`config.mk`:
```
export PLATFORM = sky130hd
export DESIGN_NAME = fetch_pc_predictor_flat
export DESIGN_NICKNAME = d
export VERILOG_FILES = /design/src/rtl/fetch_pc_predictor_pkg.sv /design/src/rtl/fetch_pc_predictor_if.sv /design/src/rtl/fetch_pc_predictor_btb_table.sv /design/src/rtl/fetch_pc_predictor.sv /design/src/flat_wrapper.sv
export SDC_FILE = /design/constraint.sdc
export NUM_CORES = 1
export LEC_CHECK = 0
export ABC_AREA = 1
export CAP_MARGIN = 40
export CORE_MARGIN = 5
export CORE_UTILIZATION = 30
export CTS_CLUSTER_SIZE = 25
export DETAILED_ROUTE_END_ITERATION = 16
export PLACE_DENSITY = 0.52
export SYNTH_ARGS = -nofsm -noshare
export SYNTH_HDL_FRONTEND = slang
export SYNTH_SLANG_ARGS = --single-unit
```
`constraint.sdc`:
```
create_clock -name clk -period 3.1 [get_ports clk]
set_input_delay 0.465 -clock clk [delete_from_list [all_inputs] [get_ports clk]]
set_output_delay 0.465 -clock clk [all_outputs]
set_load 0.02 [all_outputs]
```
`src/rtl/fetch_pc_predictor_pkg.sv`:
```
// rtl/fetch_pc_predictor_pkg.sv - shared defaults, counter helpers and BTB entry layout
package fetch_pc_predictor_pkg;

  localparam int unsigned WORD_SIZE   = 16;
  localparam int unsigned BTB_ENTRIES = 16;
  localparam int unsigned CTR_BITS    = 2;

  // Counter encodings: the upper half of the range means "predict taken".
  localparam int unsigned CTR_MAX     = (1 << CTR_BITS) - 1;
  localparam int unsigned CTR_WEAK_T  = 1 << (CTR_BITS - 1);
  localparam int unsigned CTR_WEAK_NT = CTR_WEAK_T - 1;

  function automatic int unsigned ctr_max(input int unsigned bits);
    return (1 << bits) - 1;
  endfunction

  function automatic int unsigned ctr_weak_t(input int unsigned bits);
    return 1 << (bits - 1);
  endfunction

  // Entry layout at the default widths; the table builds the same shape at its own widths.
  typedef struct packed {
    logic                                 valid;
    logic                                 is_jump;
    logic [CTR_BITS-1:0]                  ctr;
    logic [WORD_SIZE-$clog2(BTB_ENTRIES)-1:0] tag;
    logic [WORD_SIZE-1:0]                 target;
  } btb_entry_t;

endpackage

```
`src/rtl/fetch_pc_predictor_if.sv`:
```
// rtl/fetch_pc_predictor_if.sv - redirect, update and prediction signals between pipeline and fetch PC
interface fetch_pc_predictor_if #(
  parameter int unsigned WORD_SIZE = fetch_pc_predictor_pkg::WORD_SIZE
);
  logic                 stall;
  logic                 br_redirect;
  logic [WORD_SIZE-1:0] br_redirect_pc;
  logic                 jmp_redirect;
  logic [WORD_SIZE-1:0] jmp_redirect_pc;
  logic                 upd_valid;
  logic [WORD_SIZE-1:0] upd_pc;
  logic                 upd_is_jump;
  logic                 upd_taken;
  logic [WORD_SIZE-1:0] upd_target;
  logic [WORD_SIZE-1:0] pc;
  logic [WORD_SIZE-1:0] pc_next_seq;
  logic                 pred_taken;
  logic [WORD_SIZE-1:0] pred_target;

  modport master (
    output stall, br_redirect, br_redirect_pc, jmp_redirect, jmp_redirect_pc,
           upd_valid, upd_pc, upd_is_jump, upd_taken, upd_target,
    input  pc, pc_next_seq, pred_taken, pred_target
  );

  modport slave (
    input  stall, br_redirect, br_redirect_pc, jmp_redirect, jmp_redirect_pc,
           upd_valid, upd_pc, upd_is_jump, upd_taken, upd_target,
    output pc, pc_next_seq, pred_taken, pred_target
  );
endinterface

```
`src/rtl/fetch_pc_predictor_btb_table.sv`:
```
// rtl/fetch_pc_predictor_btb_table.sv - direct-mapped tagged BTB with saturating direction counters
module btb_table
  import fetch_pc_predictor_pkg::*;
#(
  parameter int unsigned WORD_SIZE   = fetch_pc_predictor_pkg::WORD_SIZE,
  parameter int unsigned BTB_ENTRIES = fetch_pc_predictor_pkg::BTB_ENTRIES,
  parameter int unsigned CTR_BITS    = fetch_pc_predictor_pkg::CTR_BITS
) (
  input  logic                 clk,
  input  logic                 reset_n,
  input  logic [WORD_SIZE-1:0] lookup_pc,
  output logic                 lookup_taken,
  output logic [WORD_SIZE-1:0] lookup_target,
  input  logic                 upd_valid,
  input  logic [WORD_SIZE-1:0] upd_pc,
  input  logic                 upd_is_jump,
  input  logic                 upd_taken,
  input  logic [WORD_SIZE-1:0] upd_target
);
  localparam int unsigned IDX_W = $clog2(BTB_ENTRIES);
  localparam int unsigned TAG_W = WORD_SIZE - IDX_W;
  localparam logic [CTR_BITS-1:0] C_MAX     = CTR_BITS'(ctr_max(CTR_BITS));
  localparam logic [CTR_BITS-1:0] C_WEAK_T  = CTR_BITS'(ctr_weak_t(CTR_BITS));
  localparam logic [CTR_BITS-1:0] C_WEAK_NT = C_WEAK_T - 1'b1;

  typedef struct packed {
    logic                 valid;
    logic                 is_jump;
    logic [CTR_BITS-1:0]  ctr;
    logic [TAG_W-1:0]     tag;
    logic [WORD_SIZE-1:0] target;
  } entry_t;

  entry_t tbl [BTB_ENTRIES];

  logic [IDX_W-1:0] rd_idx, wr_idx;
  logic [TAG_W-1:0] rd_tag, wr_tag;
  entry_t           rd_entry, wr_entry;
  logic             rd_hit, wr_hit;

  assign rd_idx   = lookup_pc[IDX_W-1:0];
  assign rd_tag   = lookup_pc[WORD_SIZE-1:IDX_W];
  assign wr_idx   = upd_pc[IDX_W-1:0];
  assign wr_tag   = upd_pc[WORD_SIZE-1:IDX_W];
  assign rd_entry = tbl[rd_idx];
  assign wr_entry = tbl[wr_idx];
  assign wr_hit   = wr_entry.valid && (wr_entry.tag == wr_tag);

  // Lookup reads the registered table, so a same-cycle write is not yet visible.
  always_comb begin
    rd_hit        = rd_entry.valid && (rd_entry.tag == rd_tag);
    lookup_taken  = rd_hit && (rd_entry.is_jump || rd_entry.ctr[CTR_BITS-1]);
    lookup_target = rd_entry.target;
  end

  // Reset clears every entry and drops any concurrent update; otherwise apply the resolved outcome.
  always_ff @(posedge clk) begin
    if (!reset_n) begin
      for (int i = 0; i < int'(BTB_ENTRIES); i++) begin
        tbl[i] <= '{valid: 1'b0, is_jump: 1'b0, ctr: C_WEAK_NT, tag: '0, target: '0};
      end
    end else if (upd_valid) begin
      if (upd_is_jump) begin
        tbl[wr_idx] <= '{valid: 1'b1, is_jump: 1'b1, ctr: C_MAX, tag: wr_tag, target: upd_target};
      end else if (upd_taken) begin
        if (wr_hit) begin
          tbl[wr_idx].target  <= upd_target;
          tbl[wr_idx].is_jump <= 1'b0;
          tbl[wr_idx].ctr     <= (wr_entry.ctr == C_MAX) ? wr_entry.ctr : wr_entry.ctr + 1'b1;
        end else begin
          tbl[wr_idx] <= '{valid: 1'b1, is_jump: 1'b0, ctr: C_WEAK_T, tag: wr_tag, target: upd_target};
        end
      end else if (wr_hit) begin
        tbl[wr_idx].ctr <= (wr_entry.ctr == '0) ? wr_entry.ctr : wr_entry.ctr - 1'b1;
      end
    end
  end
endmodule

```
`src/rtl/fetch_pc_predictor.sv`:
```
// rtl/fetch_pc_predictor.sv - fetch PC register with redirect/stall/prediction next-PC selection
module fetch_pc_predictor
  import fetch_pc_predictor_pkg::*;
#(
  parameter int unsigned          WORD_SIZE   = fetch_pc_predictor_pkg::WORD_SIZE,
  parameter int unsigned          BTB_ENTRIES = fetch_pc_predictor_pkg::BTB_ENTRIES,
  parameter int unsigned          CTR_BITS    = fetch_pc_predictor_pkg::CTR_BITS,
  parameter logic [WORD_SIZE-1:0] RESET_PC    = '0
) (
  input  logic                     clk,
  input  logic                     reset_n,
  fetch_pc_predictor_if.slave      bus
);
  logic [WORD_SIZE-1:0] pc_q;
  logic                 btb_taken;
  logic [WORD_SIZE-1:0] btb_target;

  btb_table #(
    .WORD_SIZE  (WORD_SIZE),
    .BTB_ENTRIES(BTB_ENTRIES),
    .CTR_BITS   (CTR_BITS)
  ) u_btb (
    .clk          (clk),
    .reset_n      (reset_n),
    .lookup_pc    (pc_q),
    .lookup_taken (btb_taken),
    .lookup_target(btb_target),
    .upd_valid    (bus.upd_valid),
    .upd_pc       (bus.upd_pc),
    .upd_is_jump  (bus.upd_is_jump),
    .upd_taken    (bus.upd_taken),
    .upd_target   (bus.upd_target)
  );

  // Prediction outputs follow the current PC combinationally.
  always_comb begin
    bus.pc          = pc_q;
    bus.pc_next_seq = pc_q + 1'b1;
    bus.pred_taken  = btb_taken;
    bus.pred_target = btb_taken ? btb_target : bus.pc_next_seq;
  end

  // Older-stage corrections win over younger ones; redirects also override a stall.
  always_ff @(posedge clk) begin
    if (!reset_n)              pc_q <= RESET_PC;
    else if (bus.br_redirect)  pc_q <= bus.br_redirect_pc;
    else if (bus.jmp_redirect) pc_q <= bus.jmp_redirect_pc;
    else if (!bus.stall)       pc_q <= bus.pred_target;
  end
endmodule

```
`src/flat_wrapper.sv`:
```
// flat-port wrapper written by rule: the top's interface ports become plain ports
module fetch_pc_predictor_flat import fetch_pc_predictor_pkg::*;
#(
  parameter int unsigned          WORD_SIZE   = fetch_pc_predictor_pkg::WORD_SIZE,
  parameter int unsigned          BTB_ENTRIES = fetch_pc_predictor_pkg::BTB_ENTRIES,
  parameter int unsigned          CTR_BITS    = fetch_pc_predictor_pkg::CTR_BITS,
  parameter logic [WORD_SIZE-1:0] RESET_PC    = '0
)
  (clk, reset_n, bus_stall, bus_br_redirect, bus_br_redirect_pc, bus_jmp_redirect, bus_jmp_redirect_pc, bus_upd_valid, bus_upd_pc, bus_upd_is_jump, bus_upd_taken, bus_upd_target, bus_pc, bus_pc_next_seq, bus_pred_taken, bus_pred_target);
  fetch_pc_predictor_if #(.WORD_SIZE(WORD_SIZE)) bus_i ();
  input  logic clk;
  input  logic reset_n;
  input wire logic [$bits(bus_i.stall)-1:0] bus_stall;
  input wire logic [$bits(bus_i.br_redirect)-1:0] bus_br_redirect;
  input wire logic [$bits(bus_i.br_redirect_pc)-1:0] bus_br_redirect_pc;
  input wire logic [$bits(bus_i.jmp_redirect)-1:0] bus_jmp_redirect;
  input wire logic [$bits(bus_i.jmp_redirect_pc)-1:0] bus_jmp_redirect_pc;
  input wire logic [$bits(bus_i.upd_valid)-1:0] bus_upd_valid;
  input wire logic [$bits(bus_i.upd_pc)-1:0] bus_upd_pc;
  input wire logic [$bits(bus_i.upd_is_jump)-1:0] bus_upd_is_jump;
  input wire logic [$bits(bus_i.upd_taken)-1:0] bus_upd_taken;
  input wire logic [$bits(bus_i.upd_target)-1:0] bus_upd_target;
  output wire logic [$bits(bus_i.pc)-1:0] bus_pc;
  output wire logic [$bits(bus_i.pc_next_seq)-1:0] bus_pc_next_seq;
  output wire logic [$bits(bus_i.pred_taken)-1:0] bus_pred_taken;
  output wire logic [$bits(bus_i.pred_target)-1:0] bus_pred_target;
  assign bus_i.stall = bus_stall;
  assign bus_i.br_redirect = bus_br_redirect;
  assign bus_i.br_redirect_pc = bus_br_redirect_pc;
  assign bus_i.jmp_redirect = bus_jmp_redirect;
  assign bus_i.jmp_redirect_pc = bus_jmp_redirect_pc;
  assign bus_i.upd_valid = bus_upd_valid;
  assign bus_i.upd_pc = bus_upd_pc;
  assign bus_i.upd_is_jump = bus_upd_is_jump;
  assign bus_i.upd_taken = bus_upd_taken;
  assign bus_i.upd_target = bus_upd_target;
  assign bus_pc = bus_i.pc;
  assign bus_pc_next_seq = bus_i.pc_next_seq;
  assign bus_pred_taken = bus_i.pred_taken;
  assign bus_pred_target = bus_i.pred_target;
  fetch_pc_predictor #(.WORD_SIZE(WORD_SIZE), .BTB_ENTRIES(BTB_ENTRIES), .CTR_BITS(CTR_BITS), .RESET_PC(RESET_PC)) u_core (.clk(clk), .reset_n(reset_n), .bus(bus_i));
endmodule
```
Yosys cells after proc, flatten, opt, wreduce, memory -nomap -nowiden
Memories as Yosys holds them, arrays and structs flattened. A register that Yosys moved wholly into a read port is not among the register bits.
Cells that the tools add are included.
{"block": "op_classes", "add_sub_neg": 3, "n_eq_ne": 4, "muxes": 42, "n_bitwise": 9, "reduce_logical": 6}
{"op": "2-to-1 mux 16 bit", "n": 6}
{"op": "2-to-1 mux 32 bit", "n": 1}
{"op": "OR reduction 32 bit", "n": 1}
{"op": "2-to-1 mux 1 bit", "n": 25}
{"op": "equality test 12 bit", "n": 2}
{"op": "adder 16 x 1 -> 16 bit (second input constant)", "n": 1}
{"op": "2-to-1 mux 12 bit", "n": 1}
{"op": "2-to-1 mux 4 bit", "n": 3}
{"op": "2-to-1 mux 2 bit", "n": 5}
{"op": "bitwise OR 1 bit", "n": 9}
{"op": "2-to-1 mux 5 bit", "n": 1}
{"op": "logical AND 1 bit", "n": 3}
{"op": "inequality test 3 x 1 -> 1 bit (second input constant)", "n": 1}
{"op": "adder 2 x 1 -> 2 bit (second input constant)", "n": 1}
{"op": "equality test 2 bit (second input constant)", "n": 1}
{"op": "zero test 2 bit", "n": 1}
{"op": "subtractor 2 x 1 -> 2 bit (second input constant)", "n": 1}
{"op": "logical OR 1 bit", "n": 1}
{"block": "totals", "register_bits": 16, "ramBits": 512, "inputBits": 72, "out_inout_bits": 49, "elab_cells": 66, "mem_count": 1}
{"memory": "u_core.u_btb.tbl", "depth": 16, "word_bits": 32, "rd": 2, "rd_clocked_by_memory_dff": 1, "wr": 16, "line_no": "fetch_pc_predictor_btb_table.sv:34", "source": "entry_t tbl [BTB_ENTRIES];"}

Depth between registers and ports, before layout
An unclocked memory read counts as a cell.
{"block": "depth", "ltp_word": 14, "ltp_mapped": 22, "depth_no_buf": 19}

Hierarchy
From an unflattened synthesis, not the netlist that was laid out.
{"block": "unflattened", "hier_cells": 3125, "hier_area_um2": 27138.5}
{"module": "btb_table", "instances": 1, "cells_each": 2855, "area_each_um2": 25532.0, "seq_area_each_um2": 15214.6}
{"module": "fetch_pc_predictor", "instances": 1, "cells_each": 270, "area_each_um2": 1606.5, "seq_area_each_um2": 320.3}

Least setup slack after synthesis
OpenSTA, ideal clock, no wires.
{"block": "synth_timing", "path_type": "in2reg", "startpoint": "in bus_upd_pc[0]", "endpoint": "mem u_core.u_btb.tbl[12][16] (netlist name), enable pin", "setup_ps": 332, "t_arrival_ps": 2476, "t_required_ps": 2768, "setup_slack_ps": 291, "path_stages": 19, "path_buffers": 3, "cell_sequence": "nor2_2 > inv_2 > buf_4 > o22ai_1 > o21ai_0 > nand2_1 > inv_1 > nand2_1 > nand2_1 > nand2_1 > nand3b_1 > nor2_2 > nand2_1 > nand2_1 > nand2_2 > buf_6 > nand2_4 > buf_6 > nand2_1"}
{"element": "start, declared", "line_no": "flat_wrapper.sv:19", "source": "input wire logic [$bits(bus_i.upd_pc)-1:0] bus_upd_pc;"}
{"element": "end, declared", "line_no": "fetch_pc_predictor_btb_table.sv:34"}

==> impl_metrics.yaml <==
logic_synthesis:
  syn_inst: 3175
  synth_top_family_by_area: "simple AND/OR/NAND/NOR gates"
  yosysWarningCount: 0
  yosys.area_share.simple: 0.236
  ys_seq_area_frac: 0.572
  syn_avg_cell_area_um2: 8.60
  synth.net_count: 3248
  synth_compound_area_frac: 0.106
  ys_types: 38
  synth_xor_area_frac: 0.00353
  yosys.area_share.adder: 0.000458
  muxShareOfSynthArea: 0.000367
  synth_seq_cells: 532
  syn_area_um2: 27300
routing:
  drtPass1Iterations: 6
  drtIter0Drc: 2363
  drc_errors: 0
  wl_mm: 105
  wl_per_cell_um: 21.6
  ant_nets: 0
  route.vias.total: 24400
  viasPerCell: 5.02
sta:
  worst-slew-pin-transition_ns: 0.667
  setup-violations-final: 17
  setup_ws_ns: -0.657
  hold_violations: 0
  min_period_ns: 3.76
  clock.fmax_mhz: 266
  slew_headroom: 0.555
  fin_worst_skew_ns: 0.0320
  tns_ns: -9.38
  drv_slew: 0
  rsz0062_at_grt: "true"
  fin_crit_sh: 1.21
floorplanning:
  core_region_area_um2: 90100
  io_pins: 121
  chipHeight_um: 312
  start_util: 0.303
  rows: 110
  die_area_um2: 97100
  fp.dieW_um: 312
clock_tree:
  h-tree-depth: 2
  insertion_delay_ns: 0.64
  clock_sinks: 532
  clockBufferDepth: 3
  cts_tree: "done"
  cts.clk_slew.worst_paths_ns: 0.07
  cts_hold_buf: 0
  clockRootBuffer: "clkbuf_16"
  cts_buffers: 56
worst_hold_path:
  hp-class: "input port to flip-flop"
  min-delay-start: "reset_n"
worst_setup_path:
  worstSetupEndpointType: "primary output"
  required_ns: 2.63
  cp_max_fo: 14
  crit_arrival_ns: 3.29
  r2r_start: "u_core.u_btb.tbl[4][23]"
  crit_path_start_kind: "flip-flop"
  path_class: "flip-flop to primary output"
finish:
  multi_input_area_um2: 10400
  stdcell_count: 4862
  post-route-util: 0.406
  drive_gt1_frac: 0.223
  finalNetCount: 3712
  n_fill_cell: 8905
  fin_area_um2: 36600
  n_antenna_cell: 0
  seqCellArea_um2: 15600
  area_delta_synth_final_pct: 34.1
power_and_ir_drop:
  p_leak_nw: 15.4
  peakVddDrop_uv: 471
  finalPower_mw: 18.9
  powerDensity_nw_per_um2: 517
place:
  place_area_um2: 33000
  dp_hpwl_mm: 72.0
  routabilityCongestion: 0.943
  numPortBuffers: 120
  place_inst: 4713
global_routing:
  track_usage: 0.206
  grt_pass1_wl_mm: 153
  antenna_found_initial: 0
  grt_max_degree: 67
  grt_pass1_vias: 23300
  grt_overflow: 0
status:
  run_status: "finished with violations"
  violations: "negative setup slack"
run:
  cap_violations: 0
worst paths after layout:
check	to	slack, ns	cells past startpoint
worst max-delay path	bus_pred_target[9]	-0.66	16
worst min-delay path	u_core.bus.pc[5]	0.40	4
worst max register to register	u_core.u_btb.tbl[4][17]	0.10	19
worst min register to register	u_core.u_btb.tbl[7][31]	0.49	2
placed cells by master, fill, tap and decap left out, types with 42 or more instances in the layout:
cell type,Yosys,final
nand3_2,0,56
nand3_1,177,101
o22ai_1,78,77
inv_1,288,278
nor2_1,750,741
nand2_1,601,559
o21ai_0,242,213
clkbuf_16,0,62
buf_12,0,57
buf_6,21,42
a21oi_1,89,88
clkdlybuf4s50_1,0,89
edfxtp_1,496,496
buf_4,17,398
cells by family after synthesis:
logic type / count (synthesis)
AND/OR/NAND/NOR: 1599
flip-flops: 532
buffers and inverters: 521
AO/OA/AOI/OAI: 510
XOR/XNOR: 11
multiplexers: 1
adder cells (fa/ha/maj): 1
flip-flops by register name, indices dropped and copies added (netlist names), named ones only:
signal,cells
u_core.u_btb.tbl,512
u_core.bus.pc,16
cell type report:
cell class,instances,area share
clock buffers,71,0.0404
clock inverters,34,0.0103
inverters,309,0.0323
multi-input cells,2122,0.283
flip-flops and latches,532,0.427
well taps,1176,0.0402
repair buffers,618,0.167
per-stage QoR:
step	hold WS (ns)	worst slack, ns
after global routing	0.425	-0.758
final	0.401	-0.657
after global placement	0.475	-0.943
after CTS	0.392	-0.613
after floorplan	0.433	0.291
after detailed placement	0.480	-1.04
where the power goes:
part           leakage (nW)  switching [mW]  internal (mW)  total, mW
Sequential             5.03           0.163           8.24       8.41
Clock                 0.914            3.03           3.90       6.93
Combinational          9.48            2.18           1.39       3.57
Total                  15.4            5.37           13.5       18.9
critical path, stage by stage (launching register included):
cell and delay (ns):
dfxtp_4 0.39, clkbuf_16 0.19, buf_4 0.15, buf_16 0.15, o21ai_1 0.19, nand3_1 0.25, nand3_2 0.19, nand3_1 0.09
nand2_1 0.07, nand2_1 0.08, nor2_4 0.18, nand2_4 0.11, buf_6 0.14, o21ai_4 0.16, buf_6 0.16, inv_4 0.04
buf_6 0.12
cell usage after synthesis (all sizes together):
| master | count | area, um^2 |
|---|---|---|
| o2111a | 1 | 11.3 |
| edfxtp | 496 | 14900 |
| nor2 | 769 | 2940 |
| a22oi | 17 | 128 |
| nand2 | 616 | 2400 |
| o221ai | 32 | 280 |
| a221oi | 1 | 8.76 |
| ha | 1 | 12.5 |
| dfxtp | 36 | 721 |
| clkbuf | 134 | 503 |
| inv | 294 | 1100 |
| nand3b | 3 | 22.5 |
| and2 | 7 | 43.8 |
| nor3 | 7 | 35.0 |
| o21ai | 265 | 1330 |
| nor4 | 3 | 18.8 |
| o21a | 1 | 7.51 |
| clkinv | 15 | 56.3 |
| xor2 | 11 | 96.3 |
| a21oi | 89 | 445 |
| mux2i | 1 | 10.0 |
| nand3 | 177 | 886 |
| or2 | 7 | 43.8 |
| a31oi | 1 | 6.26 |
| nand4 | 10 | 62.6 |
| buf | 78 | 559 |
| o22ai | 78 | 488 |
| o211ai | 25 | 188 |
repair_timing:
item,4_1_cts,5_1_grt
endpoints found under the setup margin,459,347
pin swaps,30,44
resized for setup,212,199
buffers inserted,15,15
gates cloned,8,6
layer usage:
metal,share of wire,vias up,GRT usage
li1,-,11500,-
met1,0.41,11800,0.271
met2,0.48,862,0.350
met3,0.061,228,0.0258
met4,0.046,0,0.0780
met5,0,-,0
Power figures use the tool's default switching activity.
